--- config.mk ---
export PLATFORM = sky130hd
export DESIGN_NAME = vga_line_writer
export DESIGN_NICKNAME = d
export VERILOG_FILES = /design/src/rtl/vga_line_writer.sv
export SDC_FILE = /design/constraint.sdc
export NUM_CORES = 1
export LEC_CHECK = 0
export CORE_ASPECT_RATIO = 1.4
export CORE_MARGIN = 4
export CORE_UTILIZATION = 61
export DETAILED_ROUTE_END_ITERATION = 10
export HOLD_SLACK_MARGIN = 0.15
export PLACE_DENSITY = 0.92
export SLEW_MARGIN = 20
export SYNTH_ARGS = -nofsm -noshare
export SYNTH_HDL_FRONTEND = slang
export SYNTH_SLANG_ARGS = --single-unit
--- constraint.sdc ---
create_clock -name iVGA_CLK -period 7.6 [get_ports iVGA_CLK]
set_clock_uncertainty 0.1 [all_clocks]
set_input_delay 0.76 -clock iVGA_CLK [delete_from_list [all_inputs] [get_ports iVGA_CLK]]
set_output_delay 0.76 -clock iVGA_CLK [all_outputs]
set_load 0.005 [all_outputs]
--- src/rtl/vga_line_writer.sv ---
// Frame-buffer writer: draws a Bresenham line or clears the whole screen,
// issuing one registered frame-buffer write per cycle.
module vga_line_writer #(
  parameter int H_RES = 640,
  parameter int V_RES = 480
) (
  input  logic        iVGA_CLK,
  input  logic        iRST_n,
  input  logic        start,
  input  logic        mode,
  input  logic [9:0]  x0,
  input  logic [9:0]  x1,
  input  logic [8:0]  y0,
  input  logic [8:0]  y1,
  input  logic [7:0]  color,
  output logic        busy,
  output logic        done,
  output logic        svga_we,
  output logic [18:0] address_write,
  output logic [7:0]  data_write,
  output logic [2:0]  state_dbg
);

  typedef enum logic [2:0] {
    S_IDLE  = 3'd0,
    S_SETUP = 3'd1,
    S_DRAW  = 3'd2,
    S_CLEAR = 3'd3,
    S_DONE  = 3'd4
  } state_t;

  localparam logic [18:0] LAST_ADDR = 19'(H_RES * V_RES - 1);

  state_t             state;
  logic               mode_q;
  logic [7:0]         color_q;
  logic signed [11:0] x0_q, x1_q, y0_q, y1_q;
  logic signed [11:0] x, y, dx, dy, sx, sy, err;

  logic signed [11:0] ddx, ddy, e2, nx, ny, nerr, px, py;
  logic               vis;
  logic [18:0]        paddr;

  assign state_dbg = state;

  // Handshake: start is a single-cycle strobe sampled only in IDLE; busy
  // covers SETUP/DRAW/CLEAR, done pulses for one cycle, and svga_we qualifies
  // address_write/data_write on each cycle it is high.
  always_comb begin
    ddx = x1_q - x0_q;
    if (ddx < 0) ddx = -ddx;
    ddy = y1_q - y0_q;
    if (ddy > 0) ddy = -ddy;
    e2   = err <<< 1;
    nx   = x;
    ny   = y;
    nerr = err;
    // Both corrections are decided from the same pre-step error term.
    if (e2 >= dy) begin
      nerr = nerr + dy;
      nx   = x + sx;
    end
    if (e2 <= dx) begin
      nerr = nerr + dx;
      ny   = y + sy;
    end
    px    = (state == S_SETUP) ? x0_q : nx;
    py    = (state == S_SETUP) ? y0_q : ny;
    vis   = (int'(px) < H_RES) && (int'(py) < V_RES);
    paddr = 19'(py) * 19'(H_RES) + 19'(px);
  end

  always_ff @(posedge iVGA_CLK or negedge iRST_n) begin
    if (!iRST_n) begin
      state         <= S_IDLE;
      busy          <= 1'b0;
      done          <= 1'b0;
      svga_we       <= 1'b0;
      address_write <= '0;
      data_write    <= '0;
      mode_q        <= 1'b0;
      color_q       <= '0;
      x0_q          <= '0;
      x1_q          <= '0;
      y0_q          <= '0;
      y1_q          <= '0;
      x             <= '0;
      y             <= '0;
      dx            <= '0;
      dy            <= '0;
      sx            <= '0;
      sy            <= '0;
      err           <= '0;
    end else begin
      case (state)
        S_IDLE: begin
          svga_we <= 1'b0;
          if (start) begin
            mode_q  <= mode;
            color_q <= color;
            x0_q    <= 12'(x0);
            x1_q    <= 12'(x1);
            y0_q    <= 12'(y0);
            y1_q    <= 12'(y1);
            busy    <= 1'b1;
            state   <= S_SETUP;
          end
        end
        S_SETUP: begin
          dx  <= ddx;
          dy  <= ddy;
          sx  <= (x0_q < x1_q) ? 12'sd1 : -12'sd1;
          sy  <= (y0_q < y1_q) ? 12'sd1 : -12'sd1;
          err <= ddx + ddy;
          x   <= x0_q;
          y   <= y0_q;
          // The first pixel is registered here so it appears on entry to DRAW/CLEAR.
          if (mode_q) begin
            state         <= S_CLEAR;
            svga_we       <= 1'b1;
            address_write <= '0;
            data_write    <= color_q;
          end else begin
            state   <= S_DRAW;
            svga_we <= vis;
            if (vis) begin
              address_write <= paddr;
              data_write    <= color_q;
            end
          end
        end
        S_DRAW: begin
          if (x == x1_q && y == y1_q) begin
            state   <= S_DONE;
            busy    <= 1'b0;
            done    <= 1'b1;
            svga_we <= 1'b0;
          end else begin
            x       <= nx;
            y       <= ny;
            err     <= nerr;
            svga_we <= vis;
            if (vis) begin
              address_write <= paddr;
              data_write    <= color_q;
            end
          end
        end
        S_CLEAR: begin
          if (address_write == LAST_ADDR) begin
            state   <= S_DONE;
            busy    <= 1'b0;
            done    <= 1'b1;
            svga_we <= 1'b0;
          end else begin
            address_write <= address_write + 19'd1;
          end
        end
        S_DONE: begin
          done  <= 1'b0;
          state <= S_IDLE;
        end
        default: state <= S_IDLE;
      endcase
    end
  end

endmodule

==> out/qor.yml <==
drt_iter0_drc: 1055
reg2reg_slack_ns: 1.16
r2r_end: "address_write[17]"
yosysTopAreaCell: "dfrtp_1"
nFillCells: 1387
ys_types: 80
synth_top_area_share_pct: 29.9
area_growth_pct: 13.4
crit_top_cell: "ha_1"
status: "complete, no violations"
path_clk_slew_ns: 0.07
ys_seq_area_share_pct: 29.9
rows: 60
grt-ovfl-total: 0
critPathKind: "flip-flop to flip-flop"
path_cells: "ha_1, and4b_4, a2111o_1, a221oi_4, o211a_1, a21oi_1, a21o_1, ha_1, ha_1, fa_1, ha_1, a21boi_0, o21ai_0, a21boi_0, o21ai_0, a21boi_0, o21a_1, o21ai_0, nor4b_1, a221o_1"
holdWs_ns: 0.191
initial_core_util_pct: 61.9
die_x_microns: 126
synth_warnings: 0
startpoint_type: "flip-flop"
hold_viol: 0
end_kind: "flip-flop"
hold_class: "input pin to asynchronous set/reset pin"
dp.cells: 1647
tightestPinTransition_ns: 1.09
syn_area_sq_um: 11900
hpwlAfterDp_microns: 24700
ys_ff_latch: 142
synth_area_per_cell_sq_um: 8.78
cts_resized: 0
dr.pass1.iters: 6
dieArea_sq_um: 21800
final.min_clock_period_ns: 6.44
post-place-ws_ns: 1.24
synth_flop_cell: "dfrtp_1"
cts-buffers-inserted: 17
worst_slack_ns: 1.16
cp_slowest_cell: "o211a_1"
antenna_found_initial: 0
async_flop_share_pct: 100
routed_wl_microns: 34000
port_buffers: 82
io_pins: 83
synth_edf_count: 0
num_vias: 10823
final-instance-count-excl-fill: 1679
cap_violations: 0
synth_nets: 1535
cts_sinks: 142
clk_latency_ns: 0.44
ff2ff_path_depth: 20
layout-drive-gt1-share_pct: 8.60
fin_nets: 1599
coreArea_sq_um: 19200
track_usage_pct: 30.8
final-max-slew-violation-count: 0
drc: 0
critPathArrivalTime_ns: 6.67
ant_nets: 0
grt_pass1_vias: 10967
htree_levels: 4
grt_setup_unrepaired: "false"
via_per_inst: 6.45
gp_congestion: 0.975
grt_max_degree: 82
crit_path_max_fanout: 25
cts_buffer_depth: 2
die_h_microns: 173
antennaDiodeCount: 0
holdBufCountCts: 0
setup_viol: 0
r2r_start: "err[1]"
synth.top_cells.by_area: "dfrtp_1 (30%), ha_1 (13%), xnor2_1 (6.3%)"
post_drt_wl_per_cell_microns: 20.2
critPathMaxStageDelay_ns: 0.78
root_buffer: "clkbuf_16"
fin_crit_sh_pct: 84.7
slew_headroom_pct: 27.3
max_clock_freq_mhz: 155
grt_first_pass_wirelength_microns: 54500
fin_tns_setup_ns: 0
tritoncts: "done"
cp_data_required_time_ns: 7.83
syn_inst: 1354
postCtsSetupBuffers: 0
==> state kept, by name, summed over array words and instances, names as in the netlist, 9 cells and up <==
register / flops
y: 12
x0_q: 10
y0_q: 9
err: 11
x1_q: 10
y1_q: 9
address_write: 19
dx: 12
dy: 12
x: 12
==> cell usage in the layout, fill, tap and decap left out, types with 10 or more instances in the layout <==
master	n
a211oi_1	10
a21o_1	28
a21oi_1	93
a31oi_1	13
and3_1	10
clkbuf_16	17
clkdlybuf4s50_1	81
dfrtp_1	142
ha_1	122
inv_1	91
mux2_2	44
mux2i_1	25
nand2_1	140
nand3_1	24
nand4_1	11
nor2_1	100
nor2b_1	14
nor3_1	22
o211ai_1	11
o21a_1	12
o21ai_0	98
o21ai_1	13
o21bai_1	14
or3_1	11
xnor2_1	86
xor2_1	28
==> worst max-delay path: cells and delay by family, from the launching register on <==
kind	cells	cell delay (ns)
adders and majority gates	5	1.60
DFF	1	0.46
and+or+nand+nor	2	0.36
AOI/OAI and AO/OA	13	3.78
==> synthesized netlist by cell type, types with 6 or more instances <==
master,n
mux2i_1,25
a31oi_1,13
inv_1,91
a21oi_1,93
nand4_1,11
xor2_1,28
o21ai_1,13
or2_2,6
o21bai_1,14
dfrtp_1,142
o21a_1,12
o21ai_0,98
clkbuf_1,38
fa_1,9
nand2b_1,10
xnor2_1,86
ha_1,122
nor2_1,101
or3_1,11
a211oi_1,10
nand2_1,140
o221ai_1,9
o211ai_1,11
nor2b_1,14
a21boi_0,7
mux2_2,44
mux2_4,8
a21o_1,28
nand3_1,24
and3_1,10
nor3_1,22
==> how the worst max path moves through the flow <==
stage | start | endpoint | slack (ns) | cells after the start
4_1_cts | err[1] | address_write[18] | 1.20 | 23
3_3_place_gp | err[1] | address_write[18] | 1.49 | 23
6_report | err[1] | address_write[17] | 1.16 | 20
5_1_grt | dx[1] | address_write[18] | 0.74 | 24
2_1_floorplan | err[1] | address_write[18] | 1.63 | 26
3_5_place_dp | err[1] | address_write[18] | 1.24 | 23
==> metal layers <==
metal / vias up / track usage [%] / part of all wire, %
met5: - / 0 / 0
met4: 0 / 19.4 / 6.8
met2: 567 / 53.6 / 50
met3: 169 / 5.41 / 6.1
li1: 4965 / - / -
met1: 5122 / 34.7 / 37
==> per-stage QoR <==
stage | util (%) | cell area, sq um
2_1_floorplan | - | 11900
3_3_place_gp | 67.2 | 12900
3_5_place_dp | 67.2 | 12900
4_1_cts | 70.1 | 13500
5_1_grt | 70.2 | 13500
6_report | 70.2 | 13500
==> area by class of cell <==
cell class	instances	area (sq um)	area share, %
clock inverter	15	140	1.04
timing repair buffer	92	901	6.68
sequential	142	3550	26.4
inverter	91	342	2.53
tap	248	310	2.30
multi-input combinational	1074	7810	57.9
clock buffer	17	425	3.15
==> logic make-up (layout without fill, tap and decap cells) <==
kind of cell	count (synthesis)	after routing	synth area share, %
and+or+nand+nor	376	376	14.7
AOI/OAI and AO/OA	374	374	20.5
DFF	142	142	29.9
buffers and inverters	138	215	4.56
adders and majority gates	131	131	14.4
xor gates and xnor gates	115	115	8.60
muxes	78	78	7.38
Power is left out: the tool's default activity adds up to more than one toggle a clock period on the data nets, which glitch-free logic cannot reach.
